**src/rtl/systolic_write_out.sv**
```systemverilog
// De-skews anti-diagonal wavefronts from the systolic array into row-aligned
// SRAM writes on a head (newer tile) and tail (older tile) port, banks round-robin.
// Optional lane saturation and sticky sat_flag: define WRITE_OUT_SAT_EN.
module systolic_write_out #(
  parameter int ARRAY_SIZE        = 8,
  parameter int OUTPUT_DATA_WIDTH = 16,
  parameter int ACC_DATA_WIDTH    = 24,
  parameter int NUM_BANKS         = 3,
  parameter int ADDR_WIDTH        = 6,
  parameter int MAX_TILES         = 16
) (
  input  logic                                      clk,
  input  logic                                      rst,
  input  logic                                      start,
  input  logic [$clog2(MAX_TILES+1)-1:0]            num_tiles,
  input  logic                                      in_valid,
  output logic                                      in_ready,
  input  logic [ARRAY_SIZE*ACC_DATA_WIDTH-1:0]      in_data,
  output logic                                      head_wen_n,
  output logic                                      tail_wen_n,
  output logic [$clog2(NUM_BANKS)-1:0]              head_bank,
  output logic [$clog2(NUM_BANKS)-1:0]              tail_bank,
  output logic [ADDR_WIDTH-1:0]                     head_addr,
  output logic [ADDR_WIDTH-1:0]                     tail_addr,
  output logic [ARRAY_SIZE*OUTPUT_DATA_WIDTH-1:0]   head_wdata,
  output logic [ARRAY_SIZE*OUTPUT_DATA_WIDTH-1:0]   tail_wdata,
  output logic                                      busy,
  output logic                                      done,
  output logic                                      sat_flag
);

  localparam int N  = ARRAY_SIZE;
  localparam int OW = OUTPUT_DATA_WIDTH;
  localparam int AW = ACC_DATA_WIDTH;
  localparam int TW = $clog2(MAX_TILES+1);
  localparam int BW = $clog2(NUM_BANKS);
  localparam int DW = (N > 1) ? $clog2(N) : 1;

  localparam logic [DW-1:0]         D_LAST     = DW'(N-1);
  localparam logic [DW-1:0]         D_PEN      = DW'(N-2);
  localparam logic [BW-1:0]         BANK_LAST  = BW'(NUM_BANKS-1);
  localparam logic [ADDR_WIDTH-1:0] ROW_STRIDE = ADDR_WIDTH'(2*N-1);
  localparam logic [ADDR_WIDTH-1:0] TAIL_OFS   = ADDR_WIDTH'(N);
  localparam logic signed [AW-1:0]  SAT_MAX    = {{(AW-OW+1){1'b0}}, {(OW-1){1'b1}}};
  localparam logic signed [AW-1:0]  SAT_MIN    = {{(AW-OW+1){1'b1}}, {(OW-1){1'b0}}};

  typedef enum logic [1:0] {IDLE, RUN, DRAIN, DONE} state_t;

  state_t state_q, state_d;

  logic [TW-1:0]         t_total, t_cnt;
  logic [DW-1:0]         d_cnt;
  logic [BW-1:0]         hb_q, tb_q;
  logic [ADDR_WIDTH-1:0] hbase_q, tbase_q;
  logic                  accept, d_wrap, last_run, last_drain, head_en, tail_en, job_start;
  int unsigned           d_int;
  logic [N*OW-1:0]       head_word, tail_word;

  function automatic logic [OW-1:0] conv_lane(input logic signed [AW-1:0] v);
`ifdef WRITE_OUT_SAT_EN
    if (v > SAT_MAX)      return SAT_MAX[OW-1:0];
    else if (v < SAT_MIN) return SAT_MIN[OW-1:0];
    else                  return v[OW-1:0];
`else
    return v[OW-1:0];
`endif
  endfunction

  assign accept     = in_valid & in_ready;
  assign job_start  = (state_q == IDLE) && start;
  assign d_wrap     = (d_cnt == D_LAST);
  assign last_run   = (t_cnt == t_total - TW'(1)) && d_wrap;
  assign last_drain = (d_cnt == D_PEN);
  assign head_en    = (state_q == RUN);
  assign tail_en    = (t_cnt != '0) && !d_wrap;
  assign d_int      = 32'(d_cnt);

  always_ff @(posedge clk or posedge rst) begin
    if (rst) state_q <= IDLE;
    else     state_q <= state_d;
  end

  always_comb begin
    state_d = state_q;
    unique case (state_q)
      IDLE:    if (start) state_d = (num_tiles == '0) ? DONE : RUN;
      RUN:     if (accept && last_run) state_d = (N > 1) ? DRAIN : DONE;
      DRAIN:   if (accept && last_drain) state_d = DONE;
      DONE:    state_d = IDLE;
      default: state_d = IDLE;
    endcase
  end

  always_comb begin
    in_ready = (state_q == RUN) || (state_q == DRAIN);
    busy     = (state_q != IDLE);
    done     = (state_q == DONE);
  end

  // Tile/row tracked incrementally; bank and address base ride along so no divider is needed.
  always_ff @(posedge clk or posedge rst) begin
    if (rst) begin
      t_total <= '0;
      t_cnt   <= '0;
      d_cnt   <= '0;
      hb_q    <= '0;
      tb_q    <= '0;
      hbase_q <= '0;
      tbase_q <= '0;
    end else if (job_start) begin
      t_total <= num_tiles;
      t_cnt   <= '0;
      d_cnt   <= '0;
      hb_q    <= '0;
      tb_q    <= '0;
      hbase_q <= '0;
      tbase_q <= '0;
    end else if (accept) begin
      if (d_wrap) begin
        d_cnt   <= '0;
        t_cnt   <= t_cnt + TW'(1);
        tb_q    <= hb_q;
        tbase_q <= hbase_q;
        if (hb_q == BANK_LAST) begin
          hb_q    <= '0;
          hbase_q <= hbase_q + ROW_STRIDE;
        end else begin
          hb_q <= hb_q + BW'(1);
        end
      end else begin
        d_cnt <= d_cnt + DW'(1);
      end
    end
  end

  always_comb begin
    head_word = '0;
    tail_word = '0;
    for (int unsigned i = 0; i < N; i++) begin
      if (i <= d_int)
        head_word[(N-1-i)*OW +: OW] = conv_lane(in_data[i*AW +: AW]);
      if (i + 1 + d_int < N)
        tail_word[(N-1-i)*OW +: OW] = conv_lane(in_data[(i+1+d_int)*AW +: AW]);
    end
  end

  always_ff @(posedge clk or posedge rst) begin
    if (rst) begin
      head_wen_n <= 1'b1;
      tail_wen_n <= 1'b1;
      head_bank  <= '0;
      tail_bank  <= '0;
      head_addr  <= '0;
      tail_addr  <= '0;
      head_wdata <= '0;
      tail_wdata <= '0;
    end else begin
      head_wen_n <= !(accept && head_en);
      tail_wen_n <= !(accept && tail_en);
      head_bank  <= (accept && head_en) ? hb_q : '0;
      tail_bank  <= (accept && tail_en) ? tb_q : '0;
      head_addr  <= (accept && head_en) ? hbase_q + ADDR_WIDTH'(d_cnt) : '0;
      tail_addr  <= (accept && tail_en) ? tbase_q + ADDR_WIDTH'(d_cnt) + TAIL_OFS : '0;
      head_wdata <= (accept && head_en) ? head_word : '0;
      tail_wdata <= (accept && tail_en) ? tail_word : '0;
    end
  end

`ifdef WRITE_OUT_SAT_EN
  logic head_clip, tail_clip;

  // Only lanes that land in a written slot may raise the flag.
  always_comb begin
    head_clip = 1'b0;
    tail_clip = 1'b0;
    for (int unsigned i = 0; i < N; i++) begin
      if (i <= d_int &&
          ($signed(in_data[i*AW +: AW]) > SAT_MAX || $signed(in_data[i*AW +: AW]) < SAT_MIN))
        head_clip = 1'b1;
      if (i + 1 + d_int < N &&
          ($signed(in_data[(i+1+d_int)*AW +: AW]) > SAT_MAX ||
           $signed(in_data[(i+1+d_int)*AW +: AW]) < SAT_MIN))
        tail_clip = 1'b1;
    end
  end

  always_ff @(posedge clk or posedge rst) begin
    if (rst)
      sat_flag <= 1'b0;
    else if (job_start)
      sat_flag <= 1'b0;
    else if (accept && ((head_en && head_clip) || (tail_en && tail_clip)))
      sat_flag <= 1'b1;
  end
`else
  logic unused_in_hi;
  assign unused_in_hi = ^in_data;
  assign sat_flag     = 1'b0;
`endif

endmodule

```
**config.mk**
```make
export PLATFORM = sky130hd
export DESIGN_NAME = systolic_write_out
export DESIGN_NICKNAME = d
export VERILOG_FILES = /design/src/rtl/systolic_write_out.sv
export SDC_FILE = /design/constraint.sdc
export NUM_CORES = 1
export LEC_CHECK = 0
export CAP_MARGIN = 15
export CORE_AREA = 2 2 187 189
export CTS_BUF_LIST = sky130_fd_sc_hd__clkbuf_4 sky130_fd_sc_hd__clkbuf_8 sky130_fd_sc_hd__clkbuf_16
export DETAILED_ROUTE_END_ITERATION = 7
export DIE_AREA = 0 0 189 191
export GPL_TIMING_DRIVEN = 0
export HOLD_SLACK_MARGIN = 0.05
export PLACE_DENSITY = 0.73
export SYNTH_ARGS = -nofsm -noshare
export SYNTH_HDL_FRONTEND = slang
export SYNTH_SLANG_ARGS = --single-unit
```
**constraint.sdc**
```tcl
create_clock -name clk -period 11.86 [get_ports clk]
set_input_delay 2.372 -clock clk [delete_from_list [all_inputs] [get_ports clk]]
set_output_delay 2.372 -clock clk [all_outputs]
set_load 0.03 [all_outputs]
```
==> results_dict.tcl, run 1 <==
set metrics [dict create \
    clk_latency_ns 0.53 \
    routed_wl_um 47770 \
    cts_root_buffer "clkbuf_16" \
    clock_sinks 289 \
    synth_cell_types 49 \
    grt.total_usage 0.2596 \
    synthToLayoutAreaGrowth_pct 47.02 \
    skew_ns 0.02846 \
    syn_inst 1108 \
    path_class "reg -> out" \
    hold_path_class "reg -> reg" \
    async_reset_ff_frac 1.000 \
    setup_viol 0 \
    max_cap_violations 0 \
    max-slew-margin-rel 0.4960 \
    cts.clk_slew.worst_paths_ns 0.06 \
    placed_area_um2 17010 \
    drt_iter0_drc 866 \
    synth-seq-area-share 0.5862 \
    hold_viol_final 0 \
    fin_crit_sh 0.3881 \
    detail-route-antenna-nets 0 \
    postCtsSetupBuffers 0 \
    seq_power_share 0.333 \
    die_y_um 191 \
    dp_hpwl_um 37130 \
    vias 10249 \
    antenna_found_initial 5 \
    n_fill_cell 2956 \
    die_area_um2 36100 \
    cp_cell_sequence "inv_1 -> ha_1 -> clkdlybuf4s50_1" \
    vias_per_cell 5.022 \
    fmax_ghz 0.2173 \
    postLayoutCoreUtil 0.5318 \
    final_cell_area_um2 18140 \
    period_minus_slack_ns 4.603 \
    syn_area_per_cell_um2 11.14 \
    fin_nets 1781 \
    die_w_um 189 \
    core_area_um2 34120 \
    p_leak_nw 8.239 \
    wire_per_inst_um 23.40 \
    drv_slew 0 \
    p_sw_frac 0.3551 \
    htree_levels 2 \
    timing.rr.start "d_cnt[1]" \
    ys_warn_count 1 \
    ys_ff_latch 289 \
    outcome "complete, no violations" \
    clockPowerShare 0.325 \
    syn-cell-area_um2 12340 \
    grt_pass1_vias 10371 \
    cts_made_buffers 34 \
    crit_path_top_delay_cell "clkdlybuf4s50_1" \
    netlist.top_cell.by_area "dfrtp_1" \
    synth_top_area_share 0.5819 \
    rsz0062_at_grt "false" \
    slowest_delay_ns 0.74 \
    startpoint_type "flop" \
    initial_utilization 0.3617 \
    overflow 0 \
    end_kind "primary output" \
    firstDrtPassIters 5 \
    fin_tns_setup_ns 0 \
    drive_above_1_share 0.08913 \
    pwr-share-comb 0.341 \
    crit_arrival_ns 2.23 \
    portBuffers 397 \
    drc 0 \
    peakVddDrop_mv 0.08854 \
    worstPathRequired_ns 9.49 \
    tightest_slew_ns 0.7532 \
    p_int_mw 2.078 \
    cts_tree "yes" \
    yosys-top-cells-area "dfrtp_1, and2_1, mux2i_1, nor2_1, a21oi_1" \
    min-delay-start "tb_q[1]" \
    row_count 68 \
    grt_pass1_wl_um 68820 \
    p_per_area_nw_per_um2 177.6 \
    synthFlopType "dfrtp_1" \
    switchingPower_mw 1.144 \
    cts_resized 0 \
    boundaryPins 479 \
    grt_max_degree 116 \
    holdBufCountCts 0 \
    cts.path.max_buffers 3 \
    timing.critical_path.from "state_q[0]" \
    synth_edf_count 0 \
    path_max_fanout 8 \
    finalWeightedCongestion 0.8980 \
]
==> worst max-delay path: cells and delay by family (launching register included) <==
family                   cells  cell delay, ns
adder cells (fa/ha/maj)      1            0.50
buffers and inverters        2            0.84
flip-flops                   1            0.38
==> stage by stage <==
stage               worst slack, ns  hold slack, ns  instances  power [mW]
floorplan                     1.514          0.4534       1124       1.785
CTS                           7.243          0.4890       2037       3.224
global placement             -1.858          0.4711       1976       2.150
detailed placement            7.083          0.4766       1978       2.171
global route                  7.188          0.4965       2039       3.363
finish                        7.257          0.4874       2041       3.222
==> per-layer routing <==
layer	vias to the layer above	routed length (um)	track usage
li1	4590	-	-
met1	5070	20150	0.3497
met2	511	22330	0.4194
met3	76	3949	0.05746
met4	2	1317	0.07843
met5	-	13	0
==> cell usage after synthesis, drive strengths merged (2+ instances only) <==
cell	instances
a211oi	33
o22ai	16
or3	3
nor4	2
nand3	4
dfstp	2
nor3	7
buf	47
a21oi	63
nand4	4
mux2	19
inv	15
a31oi	2
a21o	3
nand2	74
nor2	115
xor2	10
and2	136
mux2i	66
o21ai	43
o22a	16
xnor2	11
fa	2
nor2b	19
and3	36
dfrtp	287
clkbuf	40
ha	19
nor3b	2
==> worst paths after layout <==
check	endpoint	slack (ns)	depth (start not counted)
worst max-delay path	in_ready	7.26	3
worst min-delay path	tail_bank[1]	0.49	1
worst max register to register	head_wdata[63]	8.33	8
worst min register to register	tail_bank[1]	0.49	1
max in group asynchronous	tail_wdata[105]	8.15	4
min in group asynchronous	head_wdata[81]	2.29	2
==> state kept, by name, indices dropped and copies added, names as in the netlist, 3 cells and up <==
| register | cells |
|---|---|
| d_cnt | 3 |
| hbase_q | 6 |
| head_addr | 6 |
| head_wdata | 128 |
| t_cnt | 5 |
| t_total | 5 |
| tail_addr | 6 |
| tail_wdata | 112 |
| tbase_q | 6 |
==> placed cells by master, fill, tap and decap left out, types with 17 or more instances in the layout <==
master,Yosys,routed
and3_1,36,36
mux2_2,19,19
buf_2,17,17
conb_1,1,17
clkbuf_1,40,40
nand2_1,73,73
ha_1,19,19
clkbuf_16,0,35
dfrtp_1,287,287
buf_4,22,22
o21ai_0,42,42
nor2_1,115,115
clkdlybuf4s50_1,0,397
mux2i_1,66,66
a211oi_1,33,33
a21oi_1,63,63
nor2b_1,19,19
and2_1,136,136
==> logic make-up after synthesis <==
group | synth area share
AO/OA/AOI/OAI | 0.09398
XOR/XNOR | 0.01490
adder cells (fa/ha/maj) | 0.02251
buffers and inverters | 0.04096
flip-flops | 0.5862
multiplexers | 0.07269
other | 0.0003038
AND/OR/NAND/NOR | 0.1685
==> power groups by stage <==
stage	Combinational (mW)	Clock [mW]	Sequential [mW]
3_5_place_dp	1.08	0	1.09
3_3_place_gp	1.06	0	1.09
2_1_floorplan	0.651	0	1.13
5_1_grt	1.18	1.11	1.08
4_1_cts	1.09	1.06	1.07
6_report	1.10	1.05	1.07
==> area by class of cell <==
type,count,area [um2],share of cell area
antenna,4,10.01,0.0005516
buffer,87,445.4,0.02455
clock buffer,51,1040,0.05730
clock inverter,8,87.58,0.004827
inverter,16,67.56,0.003724
multi-input combinational,732,4662,0.2569
sequential,289,7234,0.3987
tap,455,569.3,0.03137
timing repair buffer,399,4029,0.2220
(Power assumes the default switching activity.)
==> run 2: changes to the inputs <==
--- a/config.mk
+++ b/config.mk
@@ -6,13 +6,13 @@
 export NUM_CORES = 1
 export LEC_CHECK = 0
 export CAP_MARGIN = 15
-export CORE_AREA = 2 2 187 189
+export CORE_AREA = 2 2 184 186
 export CTS_BUF_LIST = sky130_fd_sc_hd__clkbuf_4 sky130_fd_sc_hd__clkbuf_8 sky130_fd_sc_hd__clkbuf_16
 export DETAILED_ROUTE_END_ITERATION = 7
-export DIE_AREA = 0 0 189 191
+export DIE_AREA = 0 0 186 188
 export GPL_TIMING_DRIVEN = 0
 export HOLD_SLACK_MARGIN = 0.05
-export PLACE_DENSITY = 0.73
+export PLACE_DENSITY = 0.78
 export SYNTH_ARGS = -nofsm -noshare
 export SYNTH_HDL_FRONTEND = slang
 export SYNTH_SLANG_ARGS = --single-unit
==> constraint.sdc (replaced) <==
create_clock -name clk -period 3.81 [get_ports clk]
set_input_delay 0.762 -clock clk [delete_from_list [all_inputs] [get_ports clk]]
set_output_delay 0.762 -clock clk [all_outputs]
set_load 0.03 [all_outputs]
==> results_dict.tcl, run 2 (synthesized netlist as in run 1, its figures left out) <==
set metrics [dict create \
    die_w_um 186 \
    largestRegisters "head_wdata x128, tail_wdata x112" \
    skew_ns 0.02299 \
    critPathMostFrequentCell "clkbuf_1" \
    slowest_delay_ns 0.59 \
    setup_viol 0 \
    cts_resized 0 \
    portBuffers 397 \
    cpLargestDelayFamily "buffers and inverters" \
    drt_iter0_drc 923 \
    cts_tree "yes" \
    cp_cell_sequence "clkinv_1 -> clkbuf_1 -> clkbuf_1 -> ha_1 -> nor3_1 -> nor2_2 -> clkbuf_1 -> and2_1" \
    holdBufCountCts 0 \
    rsz0062_at_grt "false" \
    initial_utilization 0.3727 \
    clock_sinks 289 \
    hold_viol_final 0 \
    fin_tns_setup_ns 0 \
    finalWeightedCongestion 0.9188 \
    peakVddDrop_mv 0.3457 \
    max_cap_violations 0 \
    place_ws_ns 0.08719 \
    placed_area_um2 17080 \
    die_area_um2 34970 \
    worstPathRequired_ns 4.32 \
    holdPathStages 1 \
    htree_levels 1 \
    boundaryPins 479 \
    period_minus_slack_ns 3.537 \
    detail-route-antenna-nets 0 \
    cts_made_buffers 31 \
    path_class "reg -> reg" \
    drc 0 \
    final_cells 2032 \
    vias_per_cell 5.160 \
    fin_nets 1783 \
    end_kind "flop" \
    layout_common_cells "clkdlybuf4s50_1, dfrtp_1, and2_1, nor2_1, nand2_1" \
    max-slew-margin-rel 0.3172 \
    largest-register "head_wdata" \
    layout_commonest_cell "clkdlybuf4s50_1" \
    cts_root_buffer "clkbuf_16" \
    worst-path-stages 8 \
    outcome "complete, no violations" \
    overflow 0 \
    tightest_slew_ns 1.020 \
    crit_arrival_ns 4.04 \
    final_cell_area_um2 18130 \
    grt_max_degree 43 \
    grt_pass1_wl_um 69630 \
    row_count 67 \
    drv_slew 0 \
    grt_pass1_vias 10593 \
    largest_register_ffs 128 \
    cts.path.max_buffers 3 \
    p_total_mw 9.895 \
    antenna_found_initial 4 \
    vias 10486 \
    fmax_ghz 0.2827 \
    grt.total_usage 0.2722 \
    path_buf_inv 4 \
    core_area_um2 33110 \
    dp_hpwl_um 37290 \
    crit_path_top_delay_cell "dfrtp_1" \
    wire_per_inst_um 23.61 \
    dp_cells 1976 \
    hold_path_class "reg -> reg" \
    postLayoutCoreUtil 0.5476 \
    routed_wl_um 47970 \
    postCtsSetupBuffers 0 \
    synthToLayoutAreaGrowth_pct 46.93 \
    firstDrtPassIters 5 \
    path_max_fanout 11 \
    reg2reg_depth 8 \
    p_per_area_nw_per_um2 545.7 \
    drive_above_1_share 0.08976 \
    p_leak_nw 8.219 \
    hold-worst-slack_ns 0.5007 \
    setup_ws_ns 0.2729 \
    clk_latency_ns 0.57 \
    startpoint_type "flop" \
    fin_crit_sh 0.9284 \
    die_y_um 188 \
    cts.clk_slew.worst_paths_ns 0.06 \
]
-- run 2: cell count changes in the layout (fill, tap and decap cells not counted), moves of 2 or more --
cell	delta
bufinv_16	+2
diode_2	-2
clkinv_8	-2
clkbuf_4	-6
clkbuf_16	-4
clkinvlp_4	+4
buf_16	-2
buf_12	+7
-- run 2: per-layer routing --
metal	vias up	GRT usage	wire, um
met5	-	0	19
met1	5144	0.3421	18710
met2	619	0.4392	22390
met3	124	0.07535	4706
li1	4595	-	-
met4	4	0.1157	2148
-- run 2: worst paths after layout --
kind                            slack, ns     start              end
worst max-delay path                 0.27  d_cnt[1]   head_wdata[57]
min in group asynchronous            0.59       rst  head_wdata[102]
worst max register to register       0.27  d_cnt[1]   head_wdata[57]
worst min-delay path                 0.50   tb_q[1]     tail_bank[1]
max in group asynchronous            1.81       rst    head_wdata[3]
worst min register to register       0.50   tb_q[1]     tail_bank[1]
-- run 2: cell type report --
class	instances	area, um2
tap	448	560.5
antenna	2	5.005
sequential	289	7234
buffer	87	445.4
clock inverter	13	151.4
timing repair buffer	404	4114
clock buffer	41	894.6
inverter	16	63.81
fill	2806	14980
multi-input combinational	732	4664
-- run 2: report_power, final --
part	internal (mW)	switching (mW)	leakage [nW]	total, mW
registers	3.22	0.126	4.01	3.35
clock network	1.84	1.25	0.517	3.09
logic	1.29	2.16	3.69	3.46
total	6.35	3.54	8.22	9.90
==> run 3: changes to the inputs <==
==> config.mk (replaced) <==
export PLATFORM = sky130hd
export DESIGN_NAME = systolic_write_out
export DESIGN_NICKNAME = d
export VERILOG_FILES = /design/src/rtl/systolic_write_out.sv
export SDC_FILE = /design/constraint.sdc
export NUM_CORES = 1
export LEC_CHECK = 0
export ABC_CLOCK_PERIOD_IN_PS = 3810
export CAP_MARGIN = 15
export CORE_AREA = 2 2 191 193
export CTS_BUF_LIST = sky130_fd_sc_hd__clkbuf_4 sky130_fd_sc_hd__clkbuf_8 sky130_fd_sc_hd__clkbuf_16
export DETAILED_ROUTE_END_ITERATION = 7
export DIE_AREA = 0 0 193 195
export GPL_TIMING_DRIVEN = 0
export HOLD_SLACK_MARGIN = 0.05
export PLACE_DENSITY = 0.74
export SYNTH_ARGS = -nofsm -noshare
export SYNTH_HDL_FRONTEND = slang
export SYNTH_SLANG_ARGS = --single-unit
==> results_dict.tcl, run 3 (synthesized netlist as in run 1, its figures left out) <==
set metrics [dict create \
    core_area_um2 35400 \
    startpoint_type "flop" \
    detail-route-antenna-nets 0 \
    wire_per_inst_um 24.38 \
    drc 0 \
    hold-worst-slack_ns 0.5017 \
    outcome "complete, no violations" \
    routed_wl_um 50020 \
    cts.path.max_buffers 3 \
    largest-register "head_wdata" \
    die_w_um 193 \
    grt-busiest-layer "met2" \
    crit_path_top_delay_cell "dfrtp_1" \
    clk_latency_ns 0.53 \
    vias_per_cell 5.136 \
    synthToLayoutAreaGrowth_pct 47.97 \
    fin_tns_setup_ns 0 \
    antenna_found_initial 8 \
    path_class "reg -> reg" \
    drv_slew 0 \
    largestRegisters "head_wdata x128, tail_wdata x112" \
    path_max_fanout 11 \
    largest_register_ffs 128 \
    grt_pass1_wl_um 71420 \
    max_cap_violations 0 \
    hold_path_class "reg -> reg" \
    boundaryPins 479 \
    overflow 0 \
    max-slew-margin-rel 0.3591 \
    grt_pass1_vias 10760 \
    peakVddDrop_mv 0.3497 \
    p_per_area_nw_per_um2 558.0 \
    crit_arrival_ns 3.92 \
    drive_above_1_share 0.09440 \
    path_buf_inv 4 \
    fin_crit_sh 0.9055 \
    portBuffers 397 \
    dp_hpwl_um 38460 \
    end_kind "flop" \
    cts_made_buffers 34 \
    vias 10539 \
    slowest_delay_ns 0.58 \
    setup_viol 0 \
    grtUsageMet1 0.3275 \
    rsz0062_at_grt "false" \
    postCtsSetupBuffers 0 \
    initial_utilization 0.3487 \
    use_met2 0.4211 \
    hold_viol_final 0 \
    p_leak_nw 8.275 \
    critPathMostFrequentCell "clkbuf_1" \
    layout_common_cells "clkdlybuf4s50_1, dfrtp_1, and2_1, nor2_1, nand2_1" \
    grt.total_usage 0.2634 \
    cpLargestDelayFamily "buffers and inverters" \
    finalWeightedCongestion 0.9391 \
    cts_tree "yes" \
    fin_nets 1786 \
    skew_ns 0.02633 \
    row_count 69 \
    period_minus_slack_ns 3.450 \
    die_area_um2 37640 \
    drt_iter0_drc 763 \
    grtUsageMet3 0.08034 \
    die_y_um 195 \
    htree_levels 2 \
    holdBufCountCts 0 \
    firstDrtPassIters 5 \
    rrSetupSlack_ns 0.36 \
    grt_max_degree 45 \
    cts_root_buffer "clkbuf_16" \
    clock_sinks 289 \
    worstPathRequired_ns 4.28 \
    tightest_slew_ns 0.9579 \
    layout_commonest_cell "clkdlybuf4s50_1" \
    fmax_ghz 0.2899 \
    cts.clk_slew.worst_paths_ns 0.06 \
    cp_cell_sequence "clkinv_1 -> clkbuf_1 -> clkbuf_2 -> ha_1 -> nor3_1 -> nor2_2 -> clkbuf_1 -> and2_1" \
]
-- run 3: cell types whose count changed in the layout (fill, tap and decap cells not counted) --
| cell | before | now |
|---|---|---|
| inv_6 | 1 | 0 |
| clkinv_8 | 0 | 2 |
| clkbuf_2 | 0 | 1 |
| clkbuf_1 | 40 | 39 |
| bufinv_16 | 3 | 2 |
| clkbuf_8 | 7 | 5 |
| clkbuf_16 | 31 | 35 |
| clkbuf_4 | 3 | 8 |
| clkinv_4 | 0 | 2 |
| clkinv_2 | 6 | 4 |
-- run 3: area by class of cell --
| class | count | area [um2] |
|---|---|---|
| Clock buffer | 48 | 1005 |
| Fill cell | 3156 | 17130 |
| Inverter | 16 | 63.81 |
| Clock inverter | 13 | 152.6 |
| Tap cell | 461 | 576.8 |
| Antenna cell | 2 | 5.005 |
| Multi-Input combinational cell | 732 | 4664 |
| Timing Repair Buffer | 404 | 4114 |
| Sequential cell | 289 | 7234 |
| Buffer | 87 | 446.7 |
-- run 3: final timing paths --
path / startpoint / end / cells past startpoint
max: d_cnt[1] / head_wdata[58] / 8
min: tb_q[1] / tail_bank[1] / 1
max reg2reg: d_cnt[1] / head_wdata[58] / 8
min reg2reg: tb_q[1] / tail_bank[1] / 1
max in group asynchronous: rst / head_wdata[53] / 6
min in group asynchronous: rst / tail_wdata[122] / 2
-- run 3: what timing repair did --
item                       in CTS  in global routing
setup endpoints to repair      10                  4
gates cloned                    0                  0
resized for setup               1                  2
-- run 3: worst reg2reg max path, delay by kind of cell (launching register included) --
kind | cells | cell delay, ns
adders and majority gates | 1 | 0.23
buffers and inverters | 4 | 1.73
DFF | 1 | 0.58
and+or+nand+nor | 3 | 0.85
-- run 3: power breakdown --
group          total (mW)  switching [mW]  internal, mW  leakage [nW]
Clock                3.33            1.34          1.99         0.570
Combinational        3.52            2.22          1.29          3.70
Sequential           3.34           0.121          3.22          4.01
-- run 3: stage by stage --
step	util	power [mW]	instance area, um2	setup WS (ns)	instances
3_5_place_dp	0.4830	6.812	17100	-0.08015	1989
5_1_grt	0.5159	10.62	18260	0.2170	2051
4_1_cts	0.5158	10.17	18260	0.2315	2050
2_1_floorplan	-	5.558	12410	-0.7836	1124
3_3_place_gp	0.4790	6.740	16960	-2.780	1982
6_report	0.5159	10.19	18260	0.3599	2052
-- run 3: per-layer routing --
layer,share of wire,vias up
met2,0.46,648
li1,-,4608
met4,0.048,8
met5,0.0010,-
met1,0.39,5141
met3,0.10,134
